===== src/rtl/hub75_pkg.sv =====
// Shared types and constants for the HUB75 row-scan controller.
package hub75_pkg;

    localparam int unsigned PIX_W  = 6;

    // Bit positions of each colour line within a pixel word {r1,g1,b1,r2,g2,b2}
    localparam int unsigned R1_BIT = 5;
    localparam int unsigned G1_BIT = 4;
    localparam int unsigned B1_BIT = 3;
    localparam int unsigned R2_BIT = 2;
    localparam int unsigned G2_BIT = 1;
    localparam int unsigned B2_BIT = 0;

    typedef enum logic [2:0] {
        ST_IDLE,
        ST_FETCH,
        ST_LOAD,
        ST_LOW,
        ST_HIGH,
        ST_DEAD,
        ST_LATCH,
        ST_DISPLAY
    } state_t;

    function automatic int unsigned max_u(input int unsigned a, input int unsigned b);
        return (a > b) ? a : b;
    endfunction

endpackage


===== src/rtl/hub75_col_shifter.sv =====
// Column shift sequencer: FETCH/LOAD/LOW/HIGH per pixel across one row pair.
// done is combinational and marks the final HIGH cycle of the last column.
module hub75_col_shifter
    import hub75_pkg::*;
#(
    parameter int unsigned COLS    = 64,
    parameter int unsigned CLK_DIV = 4
) (
    input  logic                      clk,
    input  logic                      rst_n,
    input  logic                      start,
    output logic                      done_c,
    output logic                      pix_rd,
    output logic [$clog2(COLS)-1:0]   pix_col,
    input  logic [PIX_W-1:0]          pix_data,
    output logic [PIX_W-1:0]          rgb,
    output logic                      sclk
);

    localparam int unsigned COL_W = $clog2(COLS);
    localparam int unsigned PH_W  = $clog2(CLK_DIV + 1);

    state_t            state;
    logic [PH_W-1:0]   phase;

    logic phase_last;
    logic col_last;

    assign phase_last = (phase == PH_W'(CLK_DIV - 1));
    assign col_last   = (pix_col == COL_W'(COLS - 1));
    assign done_c     = (state == ST_HIGH) && phase_last && col_last;

    always_ff @(posedge clk) begin
        if (!rst_n) begin
            state   <= ST_IDLE;
            phase   <= '0;
            pix_col <= '0;
            pix_rd  <= 1'b0;
            rgb     <= '0;
            sclk    <= 1'b0;
        end else begin
            pix_rd <= 1'b0;
            case (state)
                ST_IDLE: begin
                    if (start) begin
                        state   <= ST_FETCH;
                        pix_col <= '0;
                        pix_rd  <= 1'b1;
                    end
                end
                ST_FETCH: state <= ST_LOAD;
                ST_LOAD: begin
                    // Frame buffer answers one cycle after the read strobe
                    rgb   <= {pix_data[R1_BIT], pix_data[G1_BIT], pix_data[B1_BIT],
                              pix_data[R2_BIT], pix_data[G2_BIT], pix_data[B2_BIT]};
                    phase <= '0;
                    state <= ST_LOW;
                end
                ST_LOW: begin
                    if (phase_last) begin
                        phase <= '0;
                        sclk  <= 1'b1;
                        state <= ST_HIGH;
                    end else begin
                        phase <= phase + 1'b1;
                    end
                end
                ST_HIGH: begin
                    if (phase_last) begin
                        phase <= '0;
                        sclk  <= 1'b0;
                        if (col_last) begin
                            pix_col <= '0;
                            state   <= ST_IDLE;
                        end else begin
                            pix_col <= pix_col + 1'b1;
                            pix_rd  <= 1'b1;
                            state   <= ST_FETCH;
                        end
                    end else begin
                        phase <= phase + 1'b1;
                    end
                end
                default: state <= ST_IDLE;
            endcase
        end
    end

endmodule


===== src/rtl/hub75_scan_ctrl.sv =====
// HUB75 row-scan controller: shift, latch and display each row pair in turn.
// Define HUB75_DEADTIME_EN to insert DEAD_CYCLES of blanking before the row-address change.
module hub75_scan_ctrl
    import hub75_pkg::*;
#(
    parameter int unsigned COLS        = 64,
    parameter int unsigned ROWS_HALF   = 16,
    parameter int unsigned CLK_DIV     = 4,
    parameter int unsigned LATCH_HOLD  = 300,
    parameter int unsigned ON_CYCLES   = 2000,
    parameter int unsigned DEAD_CYCLES = 8
) (
    input  logic                           clk,
    input  logic                           rst_n,
    input  logic                           enable,
    output logic                           pix_rd,
    output logic [$clog2(ROWS_HALF)-1:0]   pix_row,
    output logic [$clog2(COLS)-1:0]        pix_col,
    input  logic [PIX_W-1:0]               pix_data,
    output logic [PIX_W-1:0]               rgb,
    output logic                           sclk,
    output logic [$clog2(ROWS_HALF)-1:0]   row_addr,
    output logic                           oe_n,
    output logic                           latch_toggle,
    output logic                           frame_done
);

    localparam int unsigned ADDR_W  = $clog2(ROWS_HALF);
    localparam int unsigned CNT_MAX = max_u(max_u(LATCH_HOLD, ON_CYCLES), DEAD_CYCLES);
    localparam int unsigned CNT_W   = $clog2(CNT_MAX + 1);

    // ST_FETCH here stands for the whole shift phase owned by the column shifter
    state_t             state;
    logic [ADDR_W-1:0]  row;
    logic [CNT_W-1:0]   cnt;

    logic start_c;
    logic done_c;
    logic on_last;
    logic row_last;

    assign on_last  = (cnt == CNT_W'(ON_CYCLES - 1));
    assign row_last = (row == ADDR_W'(ROWS_HALF - 1));
    assign start_c  = enable && ((state == ST_IDLE) || ((state == ST_DISPLAY) && on_last));
    assign pix_row  = row;

    hub75_col_shifter #(
        .COLS    (COLS),
        .CLK_DIV (CLK_DIV)
    ) u_shifter (
        .clk      (clk),
        .rst_n    (rst_n),
        .start    (start_c),
        .done_c   (done_c),
        .pix_rd   (pix_rd),
        .pix_col  (pix_col),
        .pix_data (pix_data),
        .rgb      (rgb),
        .sclk     (sclk)
    );

    always_ff @(posedge clk) begin
        if (!rst_n) begin
            state        <= ST_IDLE;
            row          <= '0;
            cnt          <= '0;
            row_addr     <= '0;
            oe_n         <= 1'b1;
            latch_toggle <= 1'b0;
            frame_done   <= 1'b0;
        end else begin
            frame_done <= 1'b0;
            case (state)
                ST_IDLE: begin
                    if (start_c) begin
                        state <= ST_FETCH;
                    end
                end
                ST_FETCH: begin
                    if (done_c) begin
                        cnt <= '0;
`ifdef HUB75_DEADTIME_EN
                        state <= ST_DEAD;
`else
                        state        <= ST_LATCH;
                        row_addr     <= row;
                        latch_toggle <= 1'b1;
`endif
                    end
                end
`ifdef HUB75_DEADTIME_EN
                ST_DEAD: begin
                    if (cnt == CNT_W'(DEAD_CYCLES - 1)) begin
                        cnt          <= '0;
                        state        <= ST_LATCH;
                        row_addr     <= row;
                        latch_toggle <= 1'b1;
                    end else begin
                        cnt <= cnt + 1'b1;
                    end
                end
`endif
                ST_LATCH: begin
                    // LAT request and output enable swap on the same edge
                    if (cnt == CNT_W'(LATCH_HOLD - 1)) begin
                        cnt          <= '0;
                        latch_toggle <= 1'b0;
                        oe_n         <= 1'b0;
                        state        <= ST_DISPLAY;
                    end else begin
                        cnt <= cnt + 1'b1;
                    end
                end
                ST_DISPLAY: begin
                    if (on_last) begin
                        cnt        <= '0;
                        oe_n       <= 1'b1;
                        frame_done <= row_last;
                        row        <= row_last ? '0 : row + 1'b1;
                        state      <= enable ? ST_FETCH : ST_IDLE;
                    end else begin
                        cnt <= cnt + 1'b1;
                    end
                end
                default: state <= ST_IDLE;
            endcase
        end
    end

endmodule


===== config.mk =====
export PLATFORM = sky130hd
export DESIGN_NAME = hub75_scan_ctrl
export DESIGN_NICKNAME = d
export VERILOG_FILES = /design/src/rtl/hub75_pkg.sv /design/src/rtl/hub75_col_shifter.sv /design/src/rtl/hub75_scan_ctrl.sv
export SDC_FILE = /design/constraint.sdc
export NUM_CORES = 1
export LEC_CHECK = 0
export CAP_MARGIN = 10
export CELL_PAD_IN_SITES_DETAIL_PLACEMENT = 1
export CELL_PAD_IN_SITES_GLOBAL_PLACEMENT = 1
export CORE_MARGIN = 1
export CORE_UTILIZATION = 44
export DETAILED_ROUTE_END_ITERATION = 16
export GPL_ROUTABILITY_DRIVEN = 0
export PLACE_DENSITY_LB_ADDON = 0.1
export SYNTH_ARGS = -nofsm -noshare
export SYNTH_HDL_FRONTEND = slang
export SYNTH_SLANG_ARGS = --single-unit

===== constraint.sdc =====
create_clock -name clk -period 3.9 [get_ports clk]
set_input_delay 0.78 -clock clk [delete_from_list [all_inputs] [get_ports clk]]
set_output_delay 0.78 -clock clk [all_outputs]
set_load 0.005 [all_outputs]

# After elaboration in Yosys (flattened, before gate mapping)
# Index checks and enable logic that the tools add are counted.
[word_totals]
register_bits = 45
inputBits = 9
word_cells = 93
[op_classes]
addsub = 4
eq_ne = 19
muxes = 33
n_reduce_logical = 24
[ops]
columns = ["operator", "n"]
rows = [
  ["two-way mux 11 bit", 3],
  ["one-hot mux 11 bit (3 select lines)", 1],
  ["two-way mux 3 bit", 7],
  ["two-way mux 6 bit", 3],
  ["AND reduction 3 bit", 6],
  ["one-hot mux 3 bit (5 select lines)", 1],
  ["one-hot mux 3 bit (4 select lines)", 1],
  ["one-hot mux 6 bit (2 select lines)", 1],
  ["adder 11 x 1 -> 11 bit (second input constant)", 1],
  ["== test 11 bit (second input constant)", 1],
  ["== test 11 x 9 -> 1 bit (second input constant)", 1],
  ["two-way mux 1 bit", 10],
  ["inequality test 2 bit (second input constant)", 5],
  ["nonzero test 2 bit", 5],
  ["== test 3 x 2 -> 1 bit (second input constant)", 3],
  ["== test 3 bit (second input constant)", 3],
  ["one-hot mux 1 bit (2 select lines)", 4],
  ["adder 6 x 1 -> 6 bit (second input constant)", 1],
  ["== test 3 x 1 -> 1 bit (second input constant)", 2],
  ["== test 6 bit (second input constant)", 1],
  ["zero test 3 bit", 2],
  ["one-hot mux 3 bit (2 select lines)", 1],
  ["AND reduction 2 bit", 3],
  ["adder 4 x 1 -> 4 bit (second input constant)", 1],
  ["other kinds (9)", 13],
]

# Longest topological paths before layout
# Gate-level depths: netlist of the first run.
[depth]
ltp_word = 6
depth_mapped = 7
ltp_nobuf = 6

# By module
# From an unflattened synthesis of the first run, not the netlist that was laid out.
[unflattened]
hier_cells = 277
area_unflattened_um2 = 2267.2
[modules_own_cells]
columns = ["module", "instances", "cells_per_inst", "area_per_inst_um2", "seq_area_each_um2"]
rows = [
  ["hub75_scan_ctrl", 1, 161, 1307.5, 480.5],
  ["hub75_col_shifter", 1, 116, 959.7, 400.4],
]

# Worst setup path after synthesis of the first run
# Ideal clock, no wire load.
[synth_timing]
path_kind = "reg-to-reg"
start = "register cnt[0]"
end = "register state[0]"
arrival_ns = 1.772
t_required_ns = 3.785
slack_ns = 2.014
stages_incl_launch_ff = 7
path_buffers = 1
synth_period_minus_slack_ns = 1.886
path_cell_list = "dfxtp_1 > ha_1 > nand3b_1 > o41a_1 > buf_6 > o41a_1 > o21a_1"
[synth_via]
elab_chain_len = 6
[synth_lines]
columns = ["item", "line_no", "text"]
rows = [
  ["start: declaration", "hub75_scan_ctrl.sv:35", "logic [CNT_W-1:0] cnt;"],
  ["start signal: assignment", "hub75_scan_ctrl.sv:111", "cnt <= cnt + 1'b1;"],
  ["start signal: assignment", "hub75_scan_ctrl.sv:122", "cnt <= cnt + 1'b1;"],
  ["== test 11 bit", "hub75_scan_ctrl.sv:42", "assign on_last = (cnt == CNT_W'(ON_CYCLES - 1));"],
  ["logical AND 1 bit", "hub75_scan_ctrl.sv:44", "assign start_c = enable && ((state == ST_IDLE) || ((state == ST_DISPLAY) && on_last));"],
  ["logical OR 1 bit", "hub75_scan_ctrl.sv:44", ""],
  ["logical AND 1 bit", "hub75_scan_ctrl.sv:44", ""],
  ["inequality test 2 bit (no line)", "n/a", ""],
  ["AND reduction 4 bit (no line) (*)", "n/a", ""],
  ["end signal: assignment", "hub75_scan_ctrl.sv:120", "state <= enable ? ST_FETCH : ST_IDLE;"],
  ["end: declaration", "hub75_scan_ctrl.sv:33", "state_t state;"],
]
# Every way passes the cells marked *; elsewhere a longest branch is shown, timed or not.
# A chain may end at the register's enable or synchronous reset.

# Worst setup path after layout of the first run
[layout_timing]
start = "register cnt[0]"
end = "register state[1]"
# Same word-level chain as after synthesis.

==> results of run 1 <==
## cell type report
type                    count  share of cell area
multi-input cells         222               0.500
clock inverters             2             0.00432
repair buffers             36               0.122
flip-flops and latches     44               0.304
clock buffers               5              0.0238
well taps                  70              0.0303
inverters                  12              0.0156
## state kept, by name, indices dropped and copies added (netlist names)
register,flops
state,2
pix_row,4
u_shifter.state,3
row_addr,4
u_shifter.sclk,1
cnt,11
oe_n,1
frame_done,1
u_shifter.rgb,6
u_shifter.pix_rd,1
u_shifter.pix_col,6
u_shifter.phase,3
latch_toggle,1
## worst max-delay path by stage
stage / start / endpoint / slack, ps / cells past startpoint
2_1_floorplan: cnt[0]$_SDFFE_PN0P_ / state[0]$_SDFFE_PN0P_ / 2010 / 6
3_3_place_gp: rst_n / u_shifter.state[1]$_SDFFE_PN0P_ / 1200 / 5
3_5_place_dp: rst_n / u_shifter.state[1]$_SDFFE_PN0P_ / 1160 / 5
4_1_cts: cnt[0]$_SDFFE_PN0P_ / state[1]$_SDFFE_PN0P_ / 1440 / 5
5_1_grt: cnt[0]$_SDFFE_PN0P_ / state[1]$_SDFFE_PN0P_ / 1250 / 5
6_report: cnt[0]$_SDFFE_PN0P_ / state[1]$_SDFFE_PN0P_ / 1420 / 5
## critical path, delay by kind of cell, from the launching register on
family                     cells  cell delay [ps]
AOI/OAI and AO/OA              2             1300
adders and majority gates      1              310
DFF                            1              420
muxes                          1              230
and+or+nand+nor                1              130
## layout by cell type (no fill, tap or decap), types with 2 or more instances in the layout
| cell | n |
|---|---|
| dfxtp_1 | 44 |
| nand2_1 | 33 |
| clkdlybuf4s50_1 | 33 |
| a21oi_1 | 20 |
| o21ai_0 | 19 |
| nor2_1 | 17 |
| nand3_1 | 13 |
| inv_1 | 12 |
| o2111ai_1 | 9 |
| nor2b_1 | 8 |
| ha_1 | 8 |
| nor4_1 | 7 |
| nand4_1 | 6 |
| o221ai_1 | 6 |
| mux2i_1 | 6 |
| a41oi_1 | 5 |
| nor3_1 | 5 |
| o211ai_1 | 5 |
| clkbuf_8 | 5 |
| nand2b_1 | 4 |
| a31oi_1 | 4 |
| o21a_1 | 3 |
| or3_1 | 3 |
| o31ai_1 | 3 |
| buf_4 | 3 |
| and4_1 | 2 |
| nor3b_1 | 2 |
| and3_1 | 2 |
| a211oi_1 | 2 |
| o41a_1 | 2 |
| o311ai_0 | 2 |
| o21bai_1 | 2 |
## per-layer routing
layer	share of wire	up-vias	global-route usage
met1	0.47	1199	0.306
met3	0.022	5	0.0298
met4	0.0090	0	0.0865
met5	0	-	0
met2	0.50	39	0.434
li1	-	1182	-
## stage by stage
step                area, um^2  utilization  hold slack [ps]  instances  power [mW]
global placement          2810        0.537              460        384       0.904
CTS                       2900        0.553              486        391        1.19
global route              2900        0.553              519        391        1.26
floorplan                 2460            -              439        297       0.799
finish                    2900        0.553              485        391        1.18
detailed placement        2810        0.537              469        384       0.914
## power by group through the flow
stage	clock network, mW	registers, mW	logic [mW]
detailed placement	0	0.537	0.377
global placement	0	0.535	0.369
CTS	0.288	0.526	0.378
global route	0.306	0.533	0.419
floorplan	0	0.513	0.285
finish	0.277	0.527	0.379
## cells by family (layout without fill, tap and decap cells)
logic type               count (synthesis)  after routing  share of synthesized area
AO/OA/AOI/OAI                           97             97                      0.290
adder cells (fa/ha/maj)                  8              8                     0.0407
buffers and inverters                   31             55                     0.0544
flip-flops                              44             44                      0.358
multiplexers                             6              6                     0.0244
AND/OR/NAND/NOR                        111            111                      0.233
==> impl_metrics.py, run 1 <==
metrics = {
    "worst_setup_path": {
        "critical-path-max-stage-delay_ps": 750,
        "worstReg2RegStart": "cnt[0]$_SDFFE_PN0P_",
        "arrival_ps": 2700,
        "critPathKind": "flip-flop to flip-flop",
        "worst-r2r-cell-count": 5,
        "crit_fanout": 20,
        "worstPathCellList": "ha_1 -> nand3b_1 -> o41a_1 -> a2111oi_2 -> mux2i_1",
        "r2r_end": "state[1]$_SDFFE_PN0P_",
        "worst_setup_path_end_kind": "flip-flop",
        "cp.required_ps": 4120,
        "cp-start-kind": "flip-flop",
        "r2r_slack_ps": 1420,
        "critPathSlowestCell": "o41a_1",
    },
    "worst_hold_path": {
        "holdPathEnd": "u_shifter.rgb[5]$_SDFFE_PN0P_",
        "hold_class": "flip-flop to flip-flop",
        "min_path_cells": 2,
        "hp-start": "u_shifter.rgb[5]$_SDFFE_PN0P_",
    },
    "final_layout": {
        "seqCellArea_um2": 881,
        "drive_above_1_share": 0.0530,
        "diodes": 0,
        "multi_input_area_mm2": 0.00145,
        "layout.nets": 338,
        "area_growth_pct": 17.6,
        "fill_cells": 639,
    },
    "routing": {
        "vias": 2425,
        "drtAntennaViolNets": 0,
        "finalWirelength_um": 6800,
        "drt_iter0_drc": 133,
        "dr.pass1.iters": 4,
        "viasPerCell": 6.20,
        "routedWlPerCell_um": 17.4,
        "post-route-drc-count": 0,
    },
    "clock_tree": {
        "cts_tree": "built",
        "cts_setup_buffers": 0,
        "clock-root-buffer": "clkbuf_8",
        "cts_buffers": 5,
        "clk_path_buf_depth": 2,
        "h-tree-depth": 2,
        "clock_sinks": 44,
        "clkSlewWorstSetupHoldPaths_ps": 90,
        "cts_resized": 0,
        "holdBufCountCts": 0,
        "clkLatencyLatePin_ps": 300,
    },
    "job": {
        "cap_violations": 0,
    },
    "synth": {
        "synth_enable_flop_cells": 0,
        "synth_common_cells": "44 x dfxtp_1, 33 x nand2_1, 20 x a21oi_1",
        "synth_nets": 314,
        "yosys_most_used_dff": "dfxtp_1",
        "synth_area_leader_cell": "dfxtp_1",
        "yosysMostFrequentCell": "dfxtp_1",
        "synth_cells": 297,
        "synth_area_mm2": 0.00246,
        "synthArstFlopShare": 0,
        "synth_area_per_cell_um2": 8.29,
        "synth_warnings": 0,
        "synth_cell_types": 57,
        "yosysSeqAreaShare": 0.358,
        "synth_top_area_frac": 0.358,
        "synth_seq_cells": 44,
        "synth_area_leaders": "dfxtp_1 36%, nand2_1 5.0%, a21oi_1 4.1%",
    },
    "pwr": {
        "power.density_mw_per_mm2": 409,
        "vdd_drop_max_mv": 0.202,
        "power.switching_mw": 0.450,
        "pwr-share-clk": 0.234,
        "comb_power_share": 0.321,
        "p_int_mw": 0.733,
        "leakage_nw": 0.970,
        "p_sw_frac": 0.380,
        "power_frac_seq": 0.445,
    },
    "floorplan": {
        "core_mm2": 0.00524,
        "dieWidth_um": 76.8,
        "die_h_um": 76.8,
        "die-area_mm2": 0.00590,
        "start_util": 0.470,
        "pin_count": 34,
        "rows": 26,
    },
    "place": {
        "place.detailed.hpwl_um": 4810,
        "preCtsSetupSlack_ps": 1160,
        "io_buffer_count": 33,
    },
    "status": {
        "run_status": "finished clean",
    },
    "global_route": {
        "grt.total_usage": 0.246,
        "grt_pass1_wl_um": 11800,
        "antenna_found_initial": 0,
        "grt_pass1_vias": 2487,
        "grt-ovfl-total": 0,
        "grt_max_degree": 28,
    },
    "timing": {
        "finalSetupViolCount": 0,
        "fmax_mhz": 404,
        "fin_worst_skew_ps": 8.45,
        "hold_viol": 0,
        "max-slew-margin-rel": 0.388,
        "rsz0062_at_grt": "no",
        "worstMarginPinSlew_ps": 916,
        "fin_crit_sh": 0.635,
        "fin_ws_ps": 1420,
        "finalCriticalPeriod_ps": 2480,
        "tns_ps": 0,
        "slew_viol_final": 0,
    },
}
No activity file was read; power rests on OpenSTA's default activity.
==> run 2, diff against run 1 <==
--- a/config.mk
+++ b/config.mk
@@ -9,7 +9,7 @@
 export CELL_PAD_IN_SITES_DETAIL_PLACEMENT = 1
 export CELL_PAD_IN_SITES_GLOBAL_PLACEMENT = 1
 export CORE_MARGIN = 1
-export CORE_UTILIZATION = 44
+export CORE_UTILIZATION = 37
 export DETAILED_ROUTE_END_ITERATION = 16
 export GPL_ROUTABILITY_DRIVEN = 0
 export PLACE_DENSITY_LB_ADDON = 0.1
==> constraint.sdc (replaced) <==
create_clock -name clk -period 2.1 [get_ports clk]
set_input_delay 0.42 -clock clk [delete_from_list [all_inputs] [get_ports clk]]
set_output_delay 0.42 -clock clk [all_outputs]
set_load 0.005 [all_outputs]
==> run 2 against run 1 <==
Effect of this change: count of clock-buffer cells in the layout unchanged; combinational power up 130%; largest cell class unchanged; clock skew about the same.
==> impl_metrics.py, run 2 (synthesis results as in run 1) <==
metrics = {
    "worst_setup_path": {
        "worstPathCellList": "ha_1 -> nand2b_1 -> o41ai_4 -> buf_4 -> o2111ai_1 -> a31oi_1",
        "arrival_ps": 2180,
        "critPathKind": "flip-flop to flip-flop",
        "r2r_slack_ps": 140,
        "critical-path-top-delay-family": "compound AO/OA/AOI/OAI gates",
        "cp.depth": 6,
        "critPathSlowestCell": "dfxtp_1",
        "crit_fanout": 10,
        "critical-path-max-stage-delay_ps": 430,
        "cp-start-kind": "flip-flop",
        "r2r_end": "cnt[2]$_SDFFE_PN0P_",
        "crit_buf_inv": 1,
        "worstReg2RegStart": "u_shifter.phase[0]$_SDFFE_PN0P_",
        "cp.required_ps": 2310,
        "worst_setup_path_end_kind": "flip-flop",
        "worst-r2r-cell-count": 6,
    },
    "final_layout": {
        "final_common_cell": "dfxtp_1",
        "drive_above_1_share": 0.134,
        "reg_top3": "cnt (11), u_shifter.pix_col (6), u_shifter.rgb (6)",
        "area_growth_pct": 31.2,
        "top_register": "cnt",
        "final_cell_mix": "44 x dfxtp_1, 33 x nand2_1, 33 x clkdlybuf4s50_1",
        "layout.nets": 366,
        "fill_cells": 789,
        "diodes": 0,
        "stdcell_area_mm2": 0.00323,
        "largest_reg_flops": 11,
    },
    "floorplan": {
        "core_mm2": 0.00639,
        "die_h_um": 83.6,
        "die-area_mm2": 0.00699,
        "dieWidth_um": 83.6,
        "pin_count": 34,
        "start_util": 0.386,
        "rows": 29,
    },
    "place": {
        "place.detailed.hpwl_um": 5260,
        "io_buffer_count": 33,
        "placed_area_mm2": 0.00304,
    },
    "clock_tree": {
        "cts_tree": "built",
        "clkLatencyLatePin_ps": 300,
        "clock-root-buffer": "clkbuf_8",
        "clk_path_buf_depth": 2,
        "clkSlewWorstSetupHoldPaths_ps": 90,
        "h-tree-depth": 2,
        "holdBufCountCts": 0,
        "clock_sinks": 44,
        "cts_buffers": 5,
    },
    "timing": {
        "worstMarginPinSlew_ps": 441,
        "fin_worst_skew_ps": 8.24,
        "max-slew-margin-rel": 0.702,
        "finalSetupViolCount": 0,
        "fin_crit_sh": 0.935,
        "finalCriticalPeriod_ps": 1960,
        "tns_ps": 0,
        "slew_viol_final": 0,
        "rsz0062_at_grt": "no",
        "fmax_mhz": 509,
        "hold_viol": 0,
    },
    "worst_hold_path": {
        "hp-start": "u_shifter.phase[2]$_SDFFE_PN0P_",
        "holdPathEnd": "u_shifter.phase[2]$_SDFFE_PN0P_",
        "hold_class": "flip-flop to flip-flop",
        "min_path_cells": 2,
    },
    "global_route": {
        "grt-ovfl-total": 0,
        "grt-busiest-layer": "met2",
        "grt_pass1_vias": 2565,
        "use_met1": 0.279,
        "grt_max_degree": 27,
        "grt.total_usage": 0.222,
        "antenna_found_initial": 0,
        "grt_pass1_wl_um": 12700,
        "grt_util_met3": 0.0307,
        "use_met2": 0.392,
    },
    "routing": {
        "drtAntennaViolNets": 0,
        "vias": 2502,
        "routedWlPerCell_um": 17.2,
        "drt_iter0_drc": 71,
        "viasPerCell": 5.86,
        "finalWirelength_um": 7340,
        "dr.pass1.iters": 4,
        "post-route-drc-count": 0,
    },
    "pwr": {
        "p_total_mw": 2.73,
        "leakage_nw": 1.16,
        "vdd_drop_max_mv": 0.707,
        "power.density_mw_per_mm2": 845,
    },
    "job": {
        "cap_violations": 0,
    },
    "status": {
        "run_status": "finished clean",
    },
}
-- run 2: cell count changes in the layout (fill, tap and decap cells not counted) --
cell,change
clkinv_2,-1
a2111oi_4,+1
buf_12,+2
nor2_2,+1
bufinv_16,+3
nor2_1,-1
buf_4,+26
clkinvlp_4,-1
a2111oi_2,-1
-- run 2: where the power goes --
part           switching [mW]  internal, mW
combinational           0.511         0.357
sequential             0.0608         0.896
clock                   0.312         0.595
-- run 2: how the worst max path moves through the flow --
stage | start | to | slack, ps
2_1_floorplan | cnt[0]$_SDFFE_PN0P_ | state[0]$_SDFFE_PN0P_ | 210
3_3_place_gp | cnt[0]$_SDFFE_PN0P_ | cnt[6]$_SDFFE_PN0P_ | 140
3_5_place_dp | cnt[0]$_SDFFE_PN0P_ | cnt[5]$_SDFFE_PN0P_ | 70
4_1_cts | cnt[0]$_SDFFE_PN0P_ | cnt[5]$_SDFFE_PN0P_ | 50
5_1_grt | u_shifter.phase[0]$_SDFFE_PN0P_ | cnt[2]$_SDFFE_PN0P_ | 10
6_report | u_shifter.phase[0]$_SDFFE_PN0P_ | cnt[2]$_SDFFE_PN0P_ | 140
-- run 2: timing repair --
action / CTS / global route
endpoints found under the setup margin: 0 / 7
gates resized for setup: 0 / 2
setup buffers: 0 / 2
-- run 2: area by class of cell --
| class | instances | area, um^2 | share of cell area |
|---|---|---|---|
| Clock buffer | 5 | 68.8 | 0.0213 |
| Clock inverter | 3 | 90.1 | 0.0279 |
| Inverter | 12 | 45.0 | 0.0139 |
| Multi-Input combinational cell | 222 | 1460 | 0.453 |
| Sequential cell | 44 | 881 | 0.273 |
| Tap cell | 77 | 96.3 | 0.0298 |
| Timing Repair Buffer | 64 | 588 | 0.182 |
-- run 2: layer usage --
layer	part of all wire	routed length, um	up-vias
met1	0.46	3410	1230
met3	0.020	150	7
met5	0	0	-
li1	-	-	1236
met2	0.50	3680	29
met4	0.013	96	0
-- run 2: worst register-to-register path, stage by stage, from the launching register on --
cell and delay, ps:
dfxtp_1 430, ha_1 300, nand2b_1 150, o41ai_4 350
buf_4 240, o2111ai_1 130, a31oi_1 270
-- run 2: per-stage QoR --
stage,worst slack [ps],hold slack [ps],instances,util
3_5_place_dp,71.9,476,417,0.476
3_3_place_gp,137,462,417,0.476
5_1_grt,11.2,508,427,0.506
4_1_cts,49.8,491,425,0.501
2_1_floorplan,214,439,297,-
6_report,136,486,427,0.506
==> run 3, diff against run 2 <==
--- a/config.mk
+++ b/config.mk
@@ -8,7 +8,6 @@
 export CAP_MARGIN = 10
 export CELL_PAD_IN_SITES_DETAIL_PLACEMENT = 1
 export CELL_PAD_IN_SITES_GLOBAL_PLACEMENT = 1
-export CORE_MARGIN = 1
 export CORE_UTILIZATION = 37
 export DETAILED_ROUTE_END_ITERATION = 16
 export GPL_ROUTABILITY_DRIVEN = 0
==> results of run 3 <==
No change in the layout: final DEF, timing and power equal those of run 2.
